### config.mk
export PLATFORM = sky130hd
export DESIGN_NAME = int_prio_unit_flat
export DESIGN_NICKNAME = d
export VERILOG_FILES = /design/src/rtl/int_prio_unit_if.sv /design/src/rtl/int_prio_unit.sv /design/src/flat_wrapper.sv
export SDC_FILE = /design/constraint.sdc
export NUM_CORES = 1
export LEC_CHECK = 0
export CAP_MARGIN = 40
export CELL_PAD_IN_SITES_DETAIL_PLACEMENT = 0
export CELL_PAD_IN_SITES_GLOBAL_PLACEMENT = 1
export CORE_UTILIZATION = 33
export CTS_CLUSTER_DIAMETER = 120
export DETAILED_ROUTE_END_ITERATION = 6
export PLACE_DENSITY_LB_ADDON = 0.1
export REMOVE_ABC_BUFFERS = 1
export SLEW_MARGIN = 20
export SYNTH_ARGS = -nofsm -noshare
export SYNTH_HDL_FRONTEND = slang
export SYNTH_SLANG_ARGS = --single-unit
### constraint.sdc
create_clock -name clk -period 1.5 [get_ports clk]
set_input_delay 0.3 -clock clk [delete_from_list [all_inputs] [get_ports clk]]
set_output_delay 0.3 -clock clk [all_outputs]
set_load 0.005 [all_outputs]
### src/rtl/int_prio_unit_if.sv
// Purpose: bundle of interrupt lines, mask write, fetch handshake and status for int_prio_unit.
// Latency: none (wires only).
// Backpressure: ipu_int is held until int_ack; int_ret reopens the unit for the next request.
// Ports: irq_in/mask_we/mask_in/int_ack/int_ret driven by master; ipu_int/int_id/pending/busy driven by slave.
interface int_prio_unit_if #(
  parameter int NUM_SRC = 4,
  parameter int ID_W    = 2
);
  logic [NUM_SRC-1:0] irq_in;
  logic               mask_we;
  logic [NUM_SRC-1:0] mask_in;
  logic               int_ack;
  logic               int_ret;
  logic               ipu_int;
  logic [ID_W-1:0]    int_id;
  logic [NUM_SRC-1:0] pending;
  logic               busy;

  // Fetch/peripheral side.
  modport master (
    output irq_in, mask_we, mask_in, int_ack, int_ret,
    input  ipu_int, int_id, pending, busy
  );

  // Priority unit side.
  modport slave (
    input  irq_in, mask_we, mask_in, int_ack, int_ret,
    output ipu_int, int_id, pending, busy
  );
endinterface

### src/rtl/int_prio_unit.sv
// Purpose: edge-latching, maskable, fixed-priority interrupt requester for the fetch stage (no nesting).
// Latency: irq edge sampled at E -> pending after E -> ipu_int after E+1.
// Backpressure: ipu_int held until int_ack; no new request until int_ret ends the service.
// Ports: clk, rst (async active-low); bus (slave) carries irq_in, mask_we, mask_in, int_ack,
//        int_ret in and ipu_int, int_id, pending, busy out.
module int_prio_unit #(
  parameter int NUM_SRC = 4,
  parameter int ID_W    = 2
) (
  input  logic                  clk,
  input  logic                  rst,
  int_prio_unit_if.slave        bus
);

  typedef enum logic [1:0] {
    S_IDLE    = 2'd0,
    S_REQ     = 2'd1,
    S_SERVICE = 2'd2
  } state_t;

  state_t             state_q, state_d;
  logic [NUM_SRC-1:0] irq_prev;
  logic [NUM_SRC-1:0] pending_q;
  logic [NUM_SRC-1:0] mask_q;
  logic [ID_W-1:0]    int_id_q;

  logic [NUM_SRC-1:0] rise;
  logic [NUM_SRC-1:0] eligible;
  logic [NUM_SRC-1:0] id_onehot;
  logic [NUM_SRC-1:0] clr;
  logic [ID_W-1:0]    sel_id;
  logic               sel_vld;
  logic               ack_take;

  assign rise     = bus.irq_in & ~irq_prev;
  assign eligible = pending_q & mask_q;
  assign sel_vld  = |eligible;
  // Ack only counts while a request is outstanding; stray acks are dropped.
  assign ack_take = (state_q == S_REQ) && bus.int_ack;

  // Fixed priority: scan from the top so the lowest eligible index wins.
  always_comb begin
    sel_id = '0;
    for (int i = NUM_SRC - 1; i >= 0; i--) begin
      if (eligible[i]) sel_id = ID_W'(i);
    end
  end

  always_comb begin
    id_onehot = '0;
    for (int i = 0; i < NUM_SRC; i++) begin
      id_onehot[i] = (int_id_q == ID_W'(i));
    end
  end

  // State register.
  always_ff @(posedge clk or negedge rst) begin
    if (!rst) state_q <= S_IDLE;
    else      state_q <= state_d;
  end

  // Next-state logic.
  always_comb begin
    state_d = state_q;
    case (state_q)
      S_IDLE:    if (sel_vld)     state_d = S_REQ;
      S_REQ:     if (bus.int_ack) state_d = S_SERVICE;
      S_SERVICE: if (bus.int_ret) state_d = S_IDLE;
      default:                    state_d = S_IDLE;
    endcase
  end

  // Output logic. ipu_int/busy decode the state flops directly, so they are
  // glitch-free and clear asynchronously with reset like any registered output.
  always_comb begin
    bus.ipu_int = (state_q == S_REQ);
    bus.busy    = (state_q == S_SERVICE);
    clr         = ack_take ? id_onehot : '0;
  end

  // Datapath: edge history, pending flags, mask, serviced id.
  always_ff @(posedge clk or negedge rst) begin
    if (!rst) begin
      irq_prev  <= '0;
      pending_q <= '0;
      mask_q    <= '1;
      int_id_q  <= '0;
    end else begin
      irq_prev  <= bus.irq_in;
      // A new edge on the source being acked re-arms it: set beats clear.
      pending_q <= (pending_q & ~clr) | rise;
      if (bus.mask_we) mask_q <= bus.mask_in;
      // id is captured only when leaving IDLE and then frozen through REQ and SERVICE.
      if (state_q == S_IDLE && sel_vld) int_id_q <= sel_id;
    end
  end

  assign bus.int_id  = int_id_q;
  assign bus.pending = pending_q;

endmodule

### src/flat_wrapper.sv
// flat-port wrapper written by rule: the top's interface ports become plain ports
module int_prio_unit_flat 
#(
  parameter int NUM_SRC = 4,
  parameter int ID_W    = 2
)
  (clk, rst, bus_irq_in, bus_mask_we, bus_mask_in, bus_int_ack, bus_int_ret, bus_ipu_int, bus_int_id, bus_pending, bus_busy);
  int_prio_unit_if #(.NUM_SRC(NUM_SRC), .ID_W(ID_W)) bus_i ();
  input  logic clk;
  input  logic rst;
  input wire logic [$bits(bus_i.irq_in)-1:0] bus_irq_in;
  input wire logic [$bits(bus_i.mask_we)-1:0] bus_mask_we;
  input wire logic [$bits(bus_i.mask_in)-1:0] bus_mask_in;
  input wire logic [$bits(bus_i.int_ack)-1:0] bus_int_ack;
  input wire logic [$bits(bus_i.int_ret)-1:0] bus_int_ret;
  output wire logic [$bits(bus_i.ipu_int)-1:0] bus_ipu_int;
  output wire logic [$bits(bus_i.int_id)-1:0] bus_int_id;
  output wire logic [$bits(bus_i.pending)-1:0] bus_pending;
  output wire logic [$bits(bus_i.busy)-1:0] bus_busy;
  assign bus_i.irq_in = bus_irq_in;
  assign bus_i.mask_we = bus_mask_we;
  assign bus_i.mask_in = bus_mask_in;
  assign bus_i.int_ack = bus_int_ack;
  assign bus_i.int_ret = bus_int_ret;
  assign bus_ipu_int = bus_i.ipu_int;
  assign bus_int_id = bus_i.int_id;
  assign bus_pending = bus_i.pending;
  assign bus_busy = bus_i.busy;
  int_prio_unit #(.NUM_SRC(NUM_SRC), .ID_W(ID_W)) u_core (.clk(clk), .rst(rst), .bus(bus_i));
endmodule
==> impl_metrics.yaml <==
clock_network:
  clk_pin_slew_worst_paths_ns: 0.09
  cts.sinks: 16
  ctsHtreeMaxLevel: 1
  cts-buffers-inserted: 3
  cts_buffer_depth: 2
  cts_tree: "built"
  clk_latency_ns: 0.28
  cts_hold_buf: 0
  root_buffer: "clkbuf_4"
routing:
  firstDrtPassIters: 4
  drt_wl_total_um: 1380
  ant_nets: 0
  drc: 0
  avgViaCountPerCell: 4.63
  routedWlPerCell_um: 12.3
  drt_iter0_markers: 8
  vias: 519
logic_synthesis:
  ys_ff_latch: 16
  syn_inst: 52
  ys.warnings.count: 0
  syn_area_um2: 638
  avgSynthCellArea_um2: 12.3
  synthDistinctLibCells: 21
  ys_seq_area_share_pct: 63.5
floorplanning:
  rows: 15
  chipWidth_um: 46.0
  io-pin-count: 21
  die_y_um: 46.0
  start_util_pct: 36.2
  core_area_mm2: 0.00176
  die-area_mm2: 0.00211
sta:
  setup_viol: 0
  maxSlewHeadroom_pct: 78.0
  fmax_ghz: 0.686
  finalClockSkew_ns: 0.00197
  holdWs_ns: 0.268
  min_period_over_period_pct: 97.2
  min_period_ns: 1.46
  worst_pin_slew_ns: 0.328
  hold_viol: 0
  slew_violations: 0
power:
  p_comb_share_pct: 44.7
  p_sw_share_pct: 29.8
  power.density_mw_per_mm2: 1650
  finalPower_mw: 1.63
  power_frac_seq_pct: 38.2
  internal-power_mw: 1.14
  clkPwrFrac_pct: 17.2
  switchingPower_mw: 0.485
  peakVddDrop_uv: 797
  leakage_nw: 0.457
global_routing:
  grt-ovfl-total: 0
  antenna_found_initial: 0
  grt_max_degree: 11
  grt_pass1_wl_um: 2220
  grt_pass1_vias: 510
  track_usage_pct: 15.9
placement:
  routabilityCongestion: 0.742
  place_area_um2: 907
  port_buffers: 20
  place_hpwl_um: 1020
  dpl.cell_count: 102
final_layout:
  fin_cells: 112
  fin_area_um2: 986
  seqCellArea_um2: 405
  insertedDiodeCount: 0
  fin_util_pct: 55.9
  syn_to_final_growth_pct: 54.5
  drive_gt1_share_pct: 32.2
  nFillCells: 183
  multiInputGateArea_um2: 206
  fin_nets: 101
worst_setup_path:
  endpoint_kind: "output port"
  critPathMaxFanout: 3
  startpoint_type: "register"
  crit_arrival_ns: 1.16
  cp_slowest_cell: "clkdlybuf4s50_1"
  r2r_cells: 4
  critical_path_required_ns: 1.20
  slowest_delay_ns: 0.50
  path_buf_inv: 1
  crit_chain: "clkdlybuf4s50_1"
  crit_type: "register to output port"
  r2r-end: "u_core.bus.pending[1]"
  rrSetupSlack_ns: 0.20
  cp_top_family: "buffers and inverters"
  reg2reg_from: "u_core.state_q[1]"
job:
  drv_cap: 0
run_status:
  status: "completed"
hold_path:
  hp-class: "input port to async pin"
-- power by group through the flow --
stage / sequential [mW] / clock [mW] / combinational, mW
2_1_floorplan: 0.657 / 0 / 0.251
3_3_place_gp: 0.662 / 0 / 0.597
3_5_place_dp: 0.661 / 0 / 0.608
4_1_cts: 0.620 / 0.291 / 0.722
5_1_grt: 0.633 / 0.309 / 0.800
6_report: 0.621 / 0.279 / 0.727
-- cell usage in the layout (no fill, tap or decap), types with 2 or more instances in the layout --
cell type        count
mux2_2               4
clkbuf_4             3
dfstp_2              4
inv_1                7
clkdlybuf4s50_1     15
o21ai_0              6
dfrtp_1             12
nand2_1              3
a21oi_1              2
dlymetal6s2s_1       2
buf_4               10
-- cell usage after synthesis --
cell type | count | area, um2
nand2_1 | 3 | 11.3
inv_1 | 7 | 26.3
or3_1 | 1 | 6.26
a22o_1 | 1 | 8.76
a221o_1 | 1 | 10.0
a2bb2oi_1 | 1 | 8.76
a22oi_1 | 1 | 7.51
o31ai_1 | 1 | 7.51
mux2i_1 | 1 | 10.0
mux2_2 | 4 | 45.0
dfrtp_1 | 12 | 300
a31o_2 | 1 | 8.76
nor3_1 | 1 | 5.00
or2b_2 | 1 | 8.76
dfstp_2 | 4 | 105
nand3b_1 | 1 | 7.51
o21ai_0 | 6 | 30.0
nor2_1 | 1 | 3.75
a21oi_1 | 2 | 10.0
nand4b_1 | 1 | 8.76
and2b_2 | 1 | 8.76
-- kinds of logic (layout without fill, tap and decap cells) --
kind of cell	after synthesis	count (layout)	synth area share [%]
AO/OA/AOI/OAI	14	14	14.3
buffers and inverters	7	42	4.12
flip-flops	16	16	63.5
multiplexers	5	5	8.63
AND/OR/NAND/NOR	10	10	9.41
-- routing by layer --
| layer | GRT usage [%] | up-vias | part of all wire, % |
|---|---|---|---|
| li1 | - | 251 | - |
| met1 | 19.0 | 248 | 41 |
| met2 | 25.4 | 20 | 51 |
| met3 | 7.94 | 0 | 8.2 |
| met4 | 3.53 | 0 | 0 |
| met5 | 0 | - | 0 |
-- final cells by class --
cell class | instances | share of cell area (%)
well taps | 25 | 3.17
clock buffers | 4 | 3.68
inverters | 7 | 2.66
repair buffers | 31 | 28.4
multi-input cells | 29 | 20.9
flip-flops and latches | 16 | 41.1
-- state kept, by name, indices dropped and copies added, names as in the netlist --
signal,cells
u_core.bus.int_id,2
u_core.bus.pending,4
u_core.irq_prev,4
u_core.mask_q,4
u_core.state_q,2
-- worst max path at each step --
stage                             to  slack [ns]  cells after the start                  start
6_report              bus_pending[0]        0.04                      1  u_core.bus.pending[0]
3_5_place_dp   u_core.bus.pending[1]      -0.004                      4            bus_int_ack
5_1_grt               bus_pending[0]      -0.006                      1  u_core.bus.pending[0]
4_1_cts                  bus_ipu_int       -0.02                      3      u_core.state_q[0]
3_3_place_gp                bus_busy        0.02                      3      u_core.state_q[0]
2_1_floorplan  u_core.bus.pending[1]        0.35                      3      u_core.state_q[1]
-- through the flow --
| stage | setup TNS, ns | setup WS (ns) |
|---|---|---|
| after floorplan | 0 | 0.345 |
| after global placement | 0 | 0.0221 |
| after detailed placement | -0.00411 | -0.00411 |
| after CTS | -0.0351 | -0.0208 |
| after global routing | -0.00644 | -0.00644 |
| final | 0 | 0.0420 |
-- repair_timing --
action | in CTS | in global routing
endpoints found under the setup margin | 7 | 5
resized for setup | 6 | 5
buffers inserted | 5 | 1
Power figures use the tool's default switching activity.
==> edit 1: new RTL, same flow settings <==
Take the reset off `pending_q` and load it in a clocked block of its own.
--- a/src/rtl/int_prio_unit.sv
+++ b/src/rtl/int_prio_unit.sv
@@ -82,17 +82,19 @@
   always_ff @(posedge clk or negedge rst) begin
     if (!rst) begin
       irq_prev  <= '0;
-      pending_q <= '0;
       mask_q    <= '1;
       int_id_q  <= '0;
     end else begin
       irq_prev  <= bus.irq_in;
       // A new edge on the source being acked re-arms it: set beats clear.
-      pending_q <= (pending_q & ~clr) | rise;
       if (bus.mask_we) mask_q <= bus.mask_in;
       // id is captured only when leaving IDLE and then frozen through REQ and SERVICE.
       if (state_q == S_IDLE && sel_vld) int_id_q <= sel_id;
     end
+  end
+
+  always_ff @(posedge clk) begin
+    pending_q <= (pending_q & ~clr) | rise;
   end
 
   assign bus.int_id  = int_id_q;
Formal check against the unedited RTL: not equivalent (a bounded check fails within 4 cycles, from zero or initial values and one cycle with rst low).
==> edit 1 against the original RTL <==
  * Via count is 0.58% lower
  * Synthesized area decreased by 3.1%
  * Sequential power rose by 3.7%
  * Count of clock-buffer cells in the layout is the same
  * Register-to-register slack worse by 0.12 ns
  * Sequential share of layout area is 0.41 points lower
  * Sequential cell count stayed put
  * Worst setup slack better by 0.018 ns
  * Power down 1.2%
  * Wire length fell by 3.8%
  * Design area shrank 2.4%
  * First-iteration DRC count unchanged
  * Cell count shrank 0.89%
  * Largest cell class unchanged
  * Highest routed layer is now met4
==> edit 1: results (changes against the original RTL) <==
* Status: complete, no violations
* Wirelength per Cell at 12.0 um (-2.9%)
* GR Layer Usage met1 at 0.183 (-0.00727)
* Area delta synth->final at 55.7%
* Synth async-reset ratio at 0.750 (-0.250)
* Share of layout cells above drive strength 1 at 0.360 (+0.0386)
* Clock buf count at 4 (unchanged)
* Peak VDD IR at 929 uV (+17%)
* Clock network area share at 0.0273 (-0.00949)
* Most common library cells after synthesis: dfrtp_1, inv_1, o21ai_0
* Multiplexer share of the synthesized area at 0.0891 (+0.00279)
* Plain + repair buffers at 30 (-3.2%)
* Unique masters post-synth at 22 (+4.8%)
* Non-Filler Instances at 111 (-0.89%)
* Initial antenna violation count at 0 (unchanged)
* Met1 WL at 595 um (+6.1%)
* Fraction of area in multi-input gates at 0.217 (+0.00777)
* Worst EP arrival at 1.14 ns (-0.02 ns)
* Leakage Power at 0.453 nW (-0.90%)
* Largest net degree at the start of global routing at 13 (+2)
* Layout Skew at 0.00842 ns (+0.00645 ns)
* Die Wd at 45.3 um (-1.5%)
* Via density at 4.65 (+0.32%)
* Vias in the first global route at 483 (-5.3%)
* M2 GR Usage at 0.252 (-0.00135)
* Post-CTS Resized at 11 (+5)
* Pre-CTS setup slack at -0.0661 ns (-0.0620 ns)
* Setup Buffers After CTS at 3 (-2)
* Met3 wire len at 70 um (-38%)
* Inverters at 7 (unchanged)
* Post-synthesis sequential area ratio at 0.623 (-0.0118)
* Dpl cell area at 887 um2 (-2.2%)
* Synth Area in Compound Gates at 0.148 (+0.00464)
* Top routing layer used: met4
* Met2 wire length at 660 um (-6.8%)
* Met3 Use GR at 0.0760 (-0.00337)
* Post-layout net count at 100 (-0.99%)
* First-pass GRT wire length at 2.16 mm (-2.8%)
* HPWL after DPL at 986 um (-3.7%)
* Switch Pwr at 481 uW (-0.87%)
edit 1: cell types whose count changed after synthesis:
cell	unedited run	this run
dfrtp_1	12	8
dfxtp_1	0	4
edit 1: power groups by stage:
stage	sequential [mW]	combinational (mW)	clock, mW
6_report	0.644	0.730	0.234
5_1_grt	0.657	0.795	0.279
4_1_cts	0.646	0.688	0.247
3_5_place_dp	0.670	0.609	0
3_3_place_gp	0.669	0.607	0
2_1_floorplan	0.659	0.249	0
edit 1: path summary, 6_finish.rpt:
| kind | start | end | slack (ns) | cells past startpoint |
|---|---|---|---|---|
| max | u_core.bus.pending[1] | bus_pending[1] | 0.06 | 1 |
| min | rst | u_core.irq_prev[1] | 0.31 | 2 |
| max reg2reg | u_core.state_q[1] | u_core.bus.pending[1] | 0.08 | 4 |
| min reg2reg | u_core.irq_prev[2] | u_core.bus.pending[2] | 0.42 | 1 |
| max in group asynchronous | rst | u_core.mask_q[2] | 0.95 | 2 |
| min in group clk | u_core.irq_prev[2] | u_core.bus.pending[2] | 0.42 | 1 |
==> edit 2: new RTL, config.mk and constraints unchanged <==
Made on the original files. `NUM_SRC` is set to 4 in 3 places; all go to 5.
--- a/src/rtl/int_prio_unit_if.sv
+++ b/src/rtl/int_prio_unit_if.sv
@@ -3,7 +3,7 @@
 // Backpressure: ipu_int is held until int_ack; int_ret reopens the unit for the next request.
 // Ports: irq_in/mask_we/mask_in/int_ack/int_ret driven by master; ipu_int/int_id/pending/busy driven by slave.
 interface int_prio_unit_if #(
-  parameter int NUM_SRC = 4,
+  parameter int NUM_SRC = 5,
   parameter int ID_W    = 2
 );
   logic [NUM_SRC-1:0] irq_in;
--- a/src/rtl/int_prio_unit.sv
+++ b/src/rtl/int_prio_unit.sv
@@ -4,7 +4,7 @@
 // Ports: clk, rst (async active-low); bus (slave) carries irq_in, mask_we, mask_in, int_ack,
 //        int_ret in and ipu_int, int_id, pending, busy out.
 module int_prio_unit #(
-  parameter int NUM_SRC = 4,
+  parameter int NUM_SRC = 5,
   parameter int ID_W    = 2
 ) (
   input  logic                  clk,
--- a/src/flat_wrapper.sv
+++ b/src/flat_wrapper.sv
@@ -1,7 +1,7 @@
 // flat-port wrapper written by rule: the top's interface ports become plain ports
 module int_prio_unit_flat 
 #(
-  parameter int NUM_SRC = 4,
+  parameter int NUM_SRC = 5,
   parameter int ID_W    = 2
 )
   (clk, rst, bus_irq_in, bus_mask_we, bus_mask_in, bus_int_ack, bus_int_ret, bus_ipu_int, bus_int_id, bus_pending, bus_busy);
Ports: changed (resized bus_irq_in, bus_mask_in and bus_pending); port bits go from 21 to 24. No check against the original RTL was run, so the function may have changed too.
==> edit 2 against the original RTL <==
  * First-iteration DRC count is 13% lower
  * Worst setup slack lost 0.0026 ns
  * Die area up 22%
  * Design area up 18%
  * Synthesized area grew 23%
  * Clock power shrank 9.3%
  * Wire length grew 23%
  * Sequential cell count is 3 higher
  * Power up 11%
  * Critical path type unchanged
  * Largest cell class unchanged
  * Largest power group unchanged
==> edit 2: results (changes against the original RTL) <==
* Iter 0 DRT Violations at 7 (-1)
* Relative slew slack at 0.721 (-0.0592)
* Post-layout net count at 118 (+17%)
* TritonCTS Buffers at 3 (unchanged)
* Fill count at 217 (+19%)
* Clk slew on worst S/H paths at 0.10 ns
* Unique masters post-synth at 25 (+19%)
* Port bufs at 23 (+15%)
* Sw frac at 0.321 (+0.0234)
* Worst Hold Class: in -> async
* Reg-to-reg setup timing slack at 0.08 ns (-0.12 ns)
* Synth warn at 0 (unchanged)
* Peak VDD IR at 731 uV (-8.2%)
* # diodes at 0 (unchanged)
* Syn avg cell area at 12.1 um2 (-1.5%)
* CP delay by family, top: buffers and inverters
* Worst-case clock buffer depth at 2 (unchanged)
* Later-pin clock latency in the skew report at 0.29 ns
* Layout Skew at 0.00299 ns (+0.00102 ns)
* Crit-path max cell delay at 0.51 ns
* Wirelength per Cell at 13.1 um (+5.8%)
* Status: complete, no violations
* Pre-CTS setup slack at -0.0501 ns (-0.0460 ns)
* Synth async-reset ratio at 1.00 (unchanged)
* DR pass1 iterations at 4 (unchanged)
* Crit Reg-Reg Startpoint: u_core.bus.pending[2]
* Via density at 4.92 (+6.1%)
* Post-synthesis sequential area ratio at 0.613 (-0.0222)
* Vias in the first global route at 655 (+28%)
* Critical path's slowest cell: clkdlybuf4s50_1
* Share of layout cells above drive strength 1 at 0.275 (-0.0473)
* First-pass GRT wire length at 2.90 mm (+30%)
* R2r endpoint: u_core.state_q[0]
* Most common library cells after synthesis: dfrtp_1, inv_1, dfstp_2, mux2_2, nand2_1
* Clock Power Share at 0.140 (-0.032)
* Worst Hold Slack at 0.335 ns (+0.0671 ns)
* Clk root buf: clkbuf_4
* Routability cong. at 0.702 (-5.4%)
* GR Util All Layers at 0.157 (-0.00106)
* Initial antenna violation count at 0 (unchanged)
* Worst EP arrival at 1.16 ns (about the same)
* Leakage Power at 0.544 nW (+19%)
* Largest net degree at the start of global routing at 20 (+9)
* Dpl cell area at 1070 um2 (+18%)
* Flop pwr share at 0.415 (+0.033)
* Non-Filler Instances at 130 (+16%)
* H-tree levels at 1 (unchanged)
* Top fanout value on the critical path at 2 (-1)
* HPWL after DPL at 1.20 mm (+17%)
* Top post-synthesis cells by area: dfrtp_1, dfstp_2, mux2_2
* Total power at 1.81 mW (+11%)
* Worst r2r path cells at 4 (unchanged)
==> edit 2: cell count changes in the layout (fill, tap and decap cells not counted), moves of 3 or more <==
| cell | before | now |
|---|---|---|
| o21ai_0 | 6 | 3 |
| o22ai_1 | 0 | 3 |
| dlygate4sd2_1 | 1 | 4 |
| inv_1 | 7 | 10 |
| dfrtp_2 | 0 | 3 |
==> edit 2: worst max path at each step <==
stage                                     from               endpoint  slack (ns)  cells past startpoint
after floorplan              u_core.state_q[1]  u_core.bus.pending[3]        0.34                      3
after global placement             bus_int_ack  u_core.bus.pending[3]       -0.03                      4
final                     u_core.bus.int_id[1]          bus_int_id[1]        0.04                      1
after global routing      u_core.bus.int_id[1]          bus_int_id[1]       0.004                      1
after detailed placement           bus_int_ack  u_core.bus.pending[3]       -0.05                      4
after CTS                 u_core.bus.int_id[0]          bus_int_id[0]       0.004                      1
==> edit 2: layer usage <==
| layer | vias up | part of all wire | global-route usage |
|---|---|---|---|
| li1 | 308 | - | - |
| met1 | 309 | 0.44 | 0.179 |
| met2 | 20 | 0.49 | 0.276 |
| met3 | 2 | 0.059 | 0.0576 |
| met4 | 0 | 0.010 | 0.0417 |
| met5 | - | 0 | 0 |
==> edit 2: layout make-up <==
type	count	area, um2	area share
flip-flops and latches	19	485	0.416
well taps	28	35.0	0.0300
multi-input cells	36	274	0.235
repair buffers	33	308	0.264
clock buffers	4	26.3	0.0225
inverters	10	37.5	0.0322
==> edit 2: repair_timing <==
| item | CTS | global route |
|---|---|---|
| buffers inserted | 8 | 1 |
| resized for setup | 8 | 3 |
| endpoints found under the setup margin | 9 | 6 |
==> edit 2: kinds of logic after synthesis <==
family	share of synthesized area
flip-flops	0.613
AO/OA/AOI/OAI	0.156
AND/OR/NAND/NOR	0.111
buffers and inverters	0.0478
multiplexers	0.0717
